### config.mk
export PLATFORM = sky130hd
export DESIGN_NAME = div_requester
export DESIGN_NICKNAME = d
export VERILOG_FILES = /design/src/rtl/div_pkg.sv /design/src/rtl/div_timeout_ctr.sv /design/src/rtl/div_requester.sv
export SDC_FILE = /design/constraint.sdc
export NUM_CORES = 1
export LEC_CHECK = 0
export ABC_AREA = 1
export CORE_ASPECT_RATIO = 0.9
export CORE_MARGIN = 4
export CORE_UTILIZATION = 40
export DETAILED_ROUTE_END_ITERATION = 8
export MAX_ROUTING_LAYER = met4
export PLACE_DENSITY = 0.81
export SLEW_MARGIN = 20
export SYNTH_ARGS = -nofsm -noshare
export SYNTH_HDL_FRONTEND = slang
export SYNTH_SLANG_ARGS = --single-unit
### constraint.sdc
create_clock -name clk -period 2.7 [get_ports clk]
set_input_delay 0.27 -clock clk [delete_from_list [all_inputs] [get_ports clk]]
set_output_delay 0.27 -clock clk [all_outputs]
set_load 0.1 [all_outputs]
### src/rtl/div_pkg.sv
// div_pkg: shared definitions for the divider requester front end.
//   - default widths and timeout budget
//   - response status codes
//   - requester FSM state encoding
package div_pkg;

  localparam int DW_DEF      = 10;  // dividend width
  localparam int QW_DEF      = 5;   // divisor / quotient / remainder width
  localparam int TIMEOUT_DEF = 63;  // cycles allowed from div_start to final divider event

  typedef enum logic [1:0] {
    ST_OK  = 2'b00,
    ST_DB0 = 2'b01,
    ST_OV  = 2'b10,
    ST_TO  = 2'b11
  } status_e;

  typedef enum logic [2:0] {
    S_IDLE   = 3'd0,
    S_START  = 3'd1,
    S_WAIT_Q = 3'd2,
    S_WAIT_R = 3'd3,
    S_RESP   = 3'd4
  } state_e;

endpackage

### src/rtl/div_timeout_ctr.sv
// div_timeout_ctr: saturating cycle counter with terminal-count flag.
// Ports:
//   clk  in  clock, rising edge
//   rst  in  asynchronous active-low reset
//   clr  in  synchronous clear (wins over en)
//   en   in  count enable
//   tc   out high while count equals LIMIT
// The count stops at LIMIT so a long wait can never wrap back to a small value.
module div_timeout_ctr #(
  parameter int LIMIT = 63
) (
  input  logic clk,
  input  logic rst,
  input  logic clr,
  input  logic en,
  output logic tc
);

  localparam int W = $clog2(LIMIT + 1);

  logic [W-1:0] count;

  always_ff @(posedge clk or negedge rst) begin
    if (!rst) begin
      count <= '0;
    end else if (clr) begin
      count <= '0;
    end else if (en && (count != W'(LIMIT))) begin
      count <= count + W'(1);
    end
  end

  assign tc = (count == W'(LIMIT));

endmodule

### src/rtl/div_requester.sv
// div_requester: initiator-side front end for the shift/subtract divider.
// Accepts one request, holds the operands for the divider, pulses div_start,
// collects quotient then remainder from the shared div_out bus and returns
// a single response with status. One request outstanding at a time.
// Ports:
//   clk, rst                 clock / asynchronous active-low reset
//   req_valid/req_ready      request handshake (ready only in IDLE)
//   req_dividend/req_divisor request operands
//   div_start                one-cycle start pulse to the divider
//   div_dividend/div_divisor operands held from accept until next accept
//   div_out, div_doneq, div_donew, div_by0, div_ov   divider results/flags
//   rsp_valid/rsp_ready      response handshake
//   rsp_quotient/rsp_remainder/rsp_status            response payload
module div_requester
  import div_pkg::*;
#(
  parameter int DW      = DW_DEF,
  parameter int QW      = QW_DEF,
  parameter int TIMEOUT = TIMEOUT_DEF
) (
  input  logic          clk,
  input  logic          rst,
  input  logic          req_valid,
  output logic          req_ready,
  input  logic [DW-1:0] req_dividend,
  input  logic [QW-1:0] req_divisor,
  output logic          div_start,
  output logic [DW-1:0] div_dividend,
  output logic [QW-1:0] div_divisor,
  input  logic [QW-1:0] div_out,
  input  logic          div_doneq,
  input  logic          div_donew,
  input  logic          div_by0,
  input  logic          div_ov,
  output logic          rsp_valid,
  input  logic          rsp_ready,
  output logic [QW-1:0] rsp_quotient,
  output logic [QW-1:0] rsp_remainder,
  output logic [1:0]    rsp_status
);

  state_e state;
  logic   tmr_clr;
  logic   tmr_en;
  logic   tmr_tc;

  // Handshake/strobe outputs are straight decodes of the state register.
  assign req_ready = (state == S_IDLE);
  assign div_start = (state == S_START);
  assign rsp_valid = (state == S_RESP);

  // Timer runs across both wait states, so the budget covers the whole
  // divider operation measured from div_start, not each phase separately.
  assign tmr_clr = (state == S_START);
  assign tmr_en  = (state == S_WAIT_Q) || (state == S_WAIT_R);

  div_timeout_ctr #(
    .LIMIT(TIMEOUT)
  ) u_timer (
    .clk (clk),
    .rst (rst),
    .clr (tmr_clr),
    .en  (tmr_en),
    .tc  (tmr_tc)
  );

  always_ff @(posedge clk or negedge rst) begin
    if (!rst) begin
      state         <= S_IDLE;
      div_dividend  <= '0;
      div_divisor   <= '0;
      rsp_quotient  <= '0;
      rsp_remainder <= '0;
      rsp_status    <= ST_OK;
    end else begin
      case (state)
        S_IDLE: begin
          if (req_valid) begin
            div_dividend <= req_dividend;
            div_divisor  <= req_divisor;
            state        <= S_START;
          end
        end
        S_START: begin
          state <= S_WAIT_Q;
        end
        S_WAIT_Q: begin
          // Error flags outrank a quotient in the same cycle; donew is ignored here.
          if (div_by0) begin
            rsp_quotient  <= '0;
            rsp_remainder <= '0;
            rsp_status    <= ST_DB0;
            state         <= S_RESP;
          end else if (div_ov) begin
            rsp_quotient  <= '0;
            rsp_remainder <= '0;
            rsp_status    <= ST_OV;
            state         <= S_RESP;
          end else if (div_doneq) begin
            rsp_quotient <= div_out;
            state        <= S_WAIT_R;
          end else if (tmr_tc) begin
            rsp_quotient  <= '0;
            rsp_remainder <= '0;
            rsp_status    <= ST_TO;
            state         <= S_RESP;
          end
        end
        S_WAIT_R: begin
          // A remainder arriving on the terminal cycle still completes normally.
          if (div_donew) begin
            rsp_remainder <= div_out;
            rsp_status    <= ST_OK;
            state         <= S_RESP;
          end else if (tmr_tc) begin
            rsp_quotient  <= '0;
            rsp_remainder <= '0;
            rsp_status    <= ST_TO;
            state         <= S_RESP;
          end
        end
        S_RESP: begin
          if (rsp_ready) begin
            state <= S_IDLE;
          end
        end
        default: begin
          state <= S_IDLE;
        end
      endcase
    end
  end

endmodule
**After elaboration in Yosys (flattened, before gate mapping)**

Index checks and enable logic that the tools add are counted.

- Bits in registers: 36
- Bits of input ports: 28
- Output and inout port bits: 30
- Logic and storage cells: 55

- Add/subtract/negate cells: 1
- Equal/unequal tests: 10
- Muxes and demuxes: 28
- Reduce and logical (&&, ||, !) cells: 9

Operators by type and width:

| cell | number |
|---|---|
| $mux W5 | 10 |
| $mux W3 | 7 |
| $pmux W5 S2 | 2 |
| $pmux W3 S5 | 1 |
| $mux W6 | 2 |
| $mux W2 | 5 |
| $reduce_and A2 Y1 | 4 |
| $add A6 B1 Y6 const B | 1 |
| $eq A3 B2 Y1 const B | 2 |
| $eq A6 B6 Y1 const B | 1 |
| $ne A6 B6 Y1 const B | 1 |
| $ne A2 B2 Y1 const B | 2 |
| $ne A4 B4 Y1 const B | 1 |
| $pmux W2 S2 | 1 |
| $reduce_bool A2 Y1 | 2 |
| $eq A3 B1 Y1 const B | 1 |
| $eq A3 B3 Y1 const B | 1 |
| $logic_not A3 Y1 | 1 |
| $ne A2 B1 Y1 const B | 1 |
| $logic_and A1 B1 Y1 | 1 |
| $logic_or A1 B1 Y1 | 1 |

**Longest topological paths before layout**

- Depth in word-level cells: 6
- Mapped depth: 10
- Depth with buffers taken out: 10

**Hierarchy**

A second synthesis with hierarchy kept.

- Cells, all modules: 238
- Area, all modules: 1835.5 µm²

By module, submodules not included:

| module | times used | cells each | area each (µm²) | seq. area each (µm²) |
|---|---|---|---|---|
| div_requester | 1 | 185 | 1436.4 | 750.7 |
| div_timeout_ctr | 1 | 53 | 399.1 | 150.1 |

**Worst setup path after synthesis**

No wires, ideal clock.

- Path kind: reg2out
- Start point: register state[0]
- End point: output port rsp_valid
- Arrival: 1.914 ns
- Data required time: 2.430 ns
- Path slack: 0.516 ns
- Cell stages (with the launch flop): 4
- Buffers on the path: 0
- Cells stage by stage: dfrtp_1 nor2_1 inv_1 nor2_1

- Longest elaborated chain between the ends: 1

Ends and longest elaborated chain:

| what | RTL line | source |
|---|---|---|
| from (decl) | div_requester.sv:42 | `state_e state;` |
| from (signal assigned) | div_requester.sv:69 | `state <= S_IDLE;` |
| from (signal assigned) | div_requester.sv:81 | `state <= S_START;` |
| from (signal assigned) | div_requester.sv:85 | `state <= S_WAIT_Q;` |
| $eq A3 B3 Y1 | div_requester.sv:50 | `assign rsp_valid = (state == S_RESP);` |
| to (decl) | div_requester.sv:35 | `output logic rsp_valid,` |

No other way between the ends.

**Final worst setup path**

- Start point: register state[0]
- End point: output port req_ready

- Longest elaborated chain between the ends: 1

Ends and longest elaborated chain:

| what | RTL line | source |
|---|---|---|
| $logic_not A3 Y1 | div_requester.sv:48 | `assign req_ready = (state == S_IDLE);` |
| to (decl) | div_requester.sv:24 | `output logic req_ready,` |

No other way between the ends.

==> results by group <==
Job
  • Max-cap violations: 0

Setup path
  • CP Data Arrival Time: 1.72 ns
  • R2R Path Start: u_timer.count[0]
  • CP Max Fanout: 17
  • Setup CP Type: reg2out
  • Worst setup SP type: register
  • Critical Path Start: state[0]
  • Critical Path Sink Type: output pin
  • Worst Path Required: ~2.4 ns

Logic synthesis
  • #FFs+latches synth: 36
  • Synth warnings: 0
  • Cell area after synthesis: 1860 um^2
  • Post-synthesis cell count: 244
  • Yosys cell types: 28
  • Sequential share of the synthesized area: 48.3%
  • Syn Area/Cell: between 7 and 8 um^2
  • Post-synthesis net count: 273

Clocking
  • H-tree depth: 2
  • TritonCTS clock tree: built
  • CTS Buffer Depth: 2
  • Clk pin slew, worst setup/hold paths: 0.08 ns
  • Postcts setup bufs: 0
  • Hold-fix buffers at CTS: 0
  • CTS root buffer: clkbuf_8
  • Clock Latency Late Sink: 0.29 ns
  • Total CTS buffers: 5
  • Post-CTS Resized: 0
  • Clock sink count: 36

Timing
  • Unrepaired setup endpoints after global routing: no
  • Relative max-transition margin: between 50% and 60%
  • Clock skew: 0.00544 ns
  • Worst Tran Pin Value: 0.617 ns
  • Final worst path period need: 1.99 ns
  • Fin. max-slew vios: 0
  • Hold Vio Cnt, Final: 0
  • Final setup viols: 0
  • Tcrit/Tclk final: 73.8%
  • Fin Setup TNS: 0 ns
  • Fmax: 502 MHz

Floorplanning
  • Chip width: ~80 um
  • Core Region: 4490 um^2
  • Row Count: 23
  • Die height: 72.8 um
  • Initial core utilization: about two fifths
  • Die area: just under 6000 um^2
  • # IOs: between 50 and 60

Cells and area
  • Layout area overhead: 35.4%
  • Share of layout cells above drive strength 1: 16.7%
  • Commonest non-fill, non-tap cell in the layout: nand2_1
  • N_diodes: 0
  • Flip-flop and latch area: 901 um^2
  • Fill cells: ~450
  • Final Util: approximately 56%
  • Commonest cells after routing, fill and taps aside: nand2_1, dfrtp_1, nand3_1, buf_4, clkdlybuf4s50_1
  • Nets: around 330
  • Post-Layout Cell Count: ~370
  • Area of the multi-input gates: around 840 um^2
  • Final Cell Area: 2520 um^2

Outcome
  • Status: finished, final reports clean

Global routing
  • GR Util All Layers: 17.5%
  • Initial antenna violation count: 0
  • Global route overflow: 0
  • Largest net degree at the start of global routing: 37
  • Wire length of the first global-routing pass: around 7600 um
  • Vias in the first global route: 1763

Route
  • Drt pass-1 iters: 5
  • Final wirelength: 4570 um
  • Vias per std cell: 4.89
  • DR vias: 1796
  • DRC viols: 0
  • Routed Antenna Nets: 0
  • DR WL/cell: 12.5 um
  • DRT iter0 DRCs: around 160

Place
  • Placer Congestion: about 0.84
  • Port Buffers: 57
  • Placed cells: 359
  • Area after DPL: 2410 um^2
  • Hpwl dp: 3400 um

Hold path
  • Worst min-delay path class: in2async
-- synth_stat cells (all sizes together) --
cell | count | area, um^2
nand3 | 34 | 170
xor2 | 1 | 8.76
o311ai | 1 | 8.76
o22ai | 1 | 6.26
o21ai | 13 | 68.8
nor3 | 1 | 5.00
nor2 | 19 | 105
buf | 3 | 23.8
ha | 1 | 12.5
dfrtp | 36 | 901
nand3b | 1 | 7.51
clkbuf | 2 | 7.51
a31oi | 1 | 6.26
nand4 | 2 | 12.5
a21oi | 10 | 50.1
o31ai | 2 | 15.0
nand2 | 92 | 365
inv | 24 | 90.1
-- worst max-delay path, cell delays in order, from the launching register on --
cell	delay [ns]
dfrtp_1	0.46
nor2_1	0.16
inv_1	0.11
nor2_4	0.32
buf_4	0.37
-- registers in the layout, indices dropped and copies added (netlist names) --
signal,flops
rsp_quotient,5
state,3
u_timer.count,6
rsp_status,2
div_divisor,5
rsp_remainder,5
div_dividend,10
-- path summary, 6_finish.rpt --
kind / cells after the start / slack [ns] / end
setup / recovery: 4 / 0.71 / req_ready
hold / removal: 2 / 0.40 / div_dividend[1]
setup reg to reg: 10 / 0.96 / rsp_remainder[2]
hold reg to reg: 2 / 0.48 / div_dividend[5]
max in group asynchronous: 2 / 1.98 / div_dividend[8]
min in group clk: 2 / 0.48 / div_dividend[5]
-- per-layer routing --
| layer | vias up | global-route usage [%] | wire length, um |
|---|---|---|---|
| met4 | 0 | 7.32 | 60 |
| met1 | 836 | 20.9 | 2000 |
| met5 | - | - | 0 |
| li1 | 906 | - | - |
| met2 | 48 | 27.3 | 2210 |
| met3 | 6 | 5.56 | 303 |
-- cell families after synthesis --
group	after synthesis	share of synthesized area, %
simple gates	149	35.7
compound gates	28	8.32
flops	36	48.3
fa+ha+maj	1	0.671
xor+xnor	1	0.470
buf+inv	29	6.51
-- stage by stage --
| step | hold slack (ns) | setup WS [ns] |
|---|---|---|
| 2_1_floorplan | -0.0256 | 0.516 |
| 3_3_place_gp | 0.455 | 0.964 |
| 3_5_place_dp | 0.461 | 0.943 |
| 4_1_cts | 0.412 | 0.698 |
| 5_1_grt | 0.446 | 0.584 |
| 6_report | 0.401 | 0.708 |
-- layout make-up --
class,instances,share of cell area [%]
clock buffer,5,2.73
clock inverter,3,1.68
inverter,24,3.57
multi-input combinational,179,33.3
sequential,36,35.7
tap,62,3.07
timing repair buffer,58,19.9
Power is not shown: default switching activity piles up to over one toggle a cycle in this logic, so the estimate is an artifact.
==> variant (same settings) <==
Reset style: synchronous (`rst`), changed in 2 clocked blocks. Comments in the files are not updated.
--- a/src/rtl/div_timeout_ctr.sv
+++ b/src/rtl/div_timeout_ctr.sv
@@ -21,5 +21,5 @@
   logic [W-1:0] count;
 
-  always_ff @(posedge clk or negedge rst) begin
+  always_ff @(posedge clk) begin
     if (!rst) begin
       count <= '0;
--- a/src/rtl/div_requester.sv
+++ b/src/rtl/div_requester.sv
@@ -65,5 +65,5 @@
   );
 
-  always_ff @(posedge clk or negedge rst) begin
+  always_ff @(posedge clk) begin
     if (!rst) begin
       state         <= S_IDLE;
Check against the original RTL: differs if rst is asserted again (counterexample within 4 cycles, from zero or initial values and one cycle with rst low); with rst held inactive, the same outputs for 10 cycles.
==> variant against the original RTL <==
  * Critical path type unchanged
  * Largest cell class is now multi-input gates
  * Sequential cell count stayed put
  * Setup slack better by 120 ps
  * Critical endpoint is now div_start
  * Wire length shrank 2.2%
  * Global-route usage shrank 0.44 points
  * Core utilization rose by 1.8 points
  * Design area is 3.9% lower
  * Register-to-register slack improved by 60 ps
  * Synthesized area decreased by 4.4%
==> variant: results <==
[outcome]
status = "completed"

[logic_synthesis]
async_flop_share_pct = 0
ys_top_cells_by_area = "dfxtp_1, nand2_1, a21oi_1"
ys_types = 30
synth_fp_nets = 273
synth.avg_cell_area_um2 = 7.31
synth_commonest_cells = "nand2_1, dfxtp_1, a21oi_1"
ys.flop_type = "dfxtp_1"
ys_seq_area_share_pct = 40.4

[setup_path]
cp_top_family = "flip-flops"
reg2reg_from = "state[1]"
reg2reg_depth = 7
cp-endpoint = "div_start"
arrival_ps = 1600
r2r_end = "rsp_quotient[4]"
max_stage_delay_ps = 720
crit_fanout = 9
worstSetupStartpoint = "state[1]"
cp_slowest_cell = "dfxtp_1"

[global_routing]
use_met2_pct = 28.4
met3_usage_pct = 4.15
grt_max_degree = 27
grtUsageTotal_pct = 17.0
grt_first_pass_wirelength_mm = 7.44
grt_pass1_vias = 1689
grt_use_met1_pct = 19.7

[worst_hold_path]
min_from = "div_dividend[6]"
hp-class = "register to register"

[finish]
layout.nets = 331
nFillCells = 390
multi_input_area_um2 = 941
drive_gt1_share_pct = 19.8

[placed_design]
dp.cells = 355
post-place-ws_ps = 995
dp_hpwl_mm = 3.36
gp_congestion = 0.884
place_area_um2 = 2320

[sta]
worstMarginPinSlew_ps = 641
fin_hold_ws_ps = 463
fin_crit_ps = 1870
skew_ps = 4.73

[routing]
dr_wl_met2_mm = 2.16
wirelength_mm = 4.47
m1WireLength_mm = 1.99
wire_per_inst_um = 12.3
maxUsedRoutingLayer = "met4"
drtIter0Drc = 122
met3_wirelength_um = 257
viasPerCell = 5.01

[clock_network]
cts_buffers = 5
post_cts_resized = 0

[pwr]
p_seq_w = 0.000624
p_switching_w = 0.000804
==> variant: cell types whose count changed in the layout (fill, tap and decap cells not counted), moves of 3 or more <==
| cell | delta |
|---|---|
| o21ai_0 | +3 |
| nand3_1 | -7 |
| nor3_1 | +3 |
| inv_1 | -8 |
| a21oi_1 | +21 |
| nand2_1 | -24 |
| dfxtp_1 | +36 |
| dfrtp_1 | -36 |
==> variant: cells by family (layout without fill, tap and decap cells) <==
family          after synthesis  count (layout)  synth area share [%]
xor+xnor                      2               2                 0.983
compound gates               51              51                  15.0
flops                        36              36                  40.4
fa+ha+maj                     1               1                 0.702
simple gates                127             127                  35.8
buf+inv                      27              86                  7.09
==> variant: final cells by class <==
cell class / instances / share of cell area, %
clock buffer: 6 / 2.99
clock inverter: 2 / 1.44
inverter: 20 / 3.30
multi-input combinational: 181 / 38.8
sequential: 36 / 29.7
tap: 60 / 3.09
timing repair buffer: 58 / 20.7
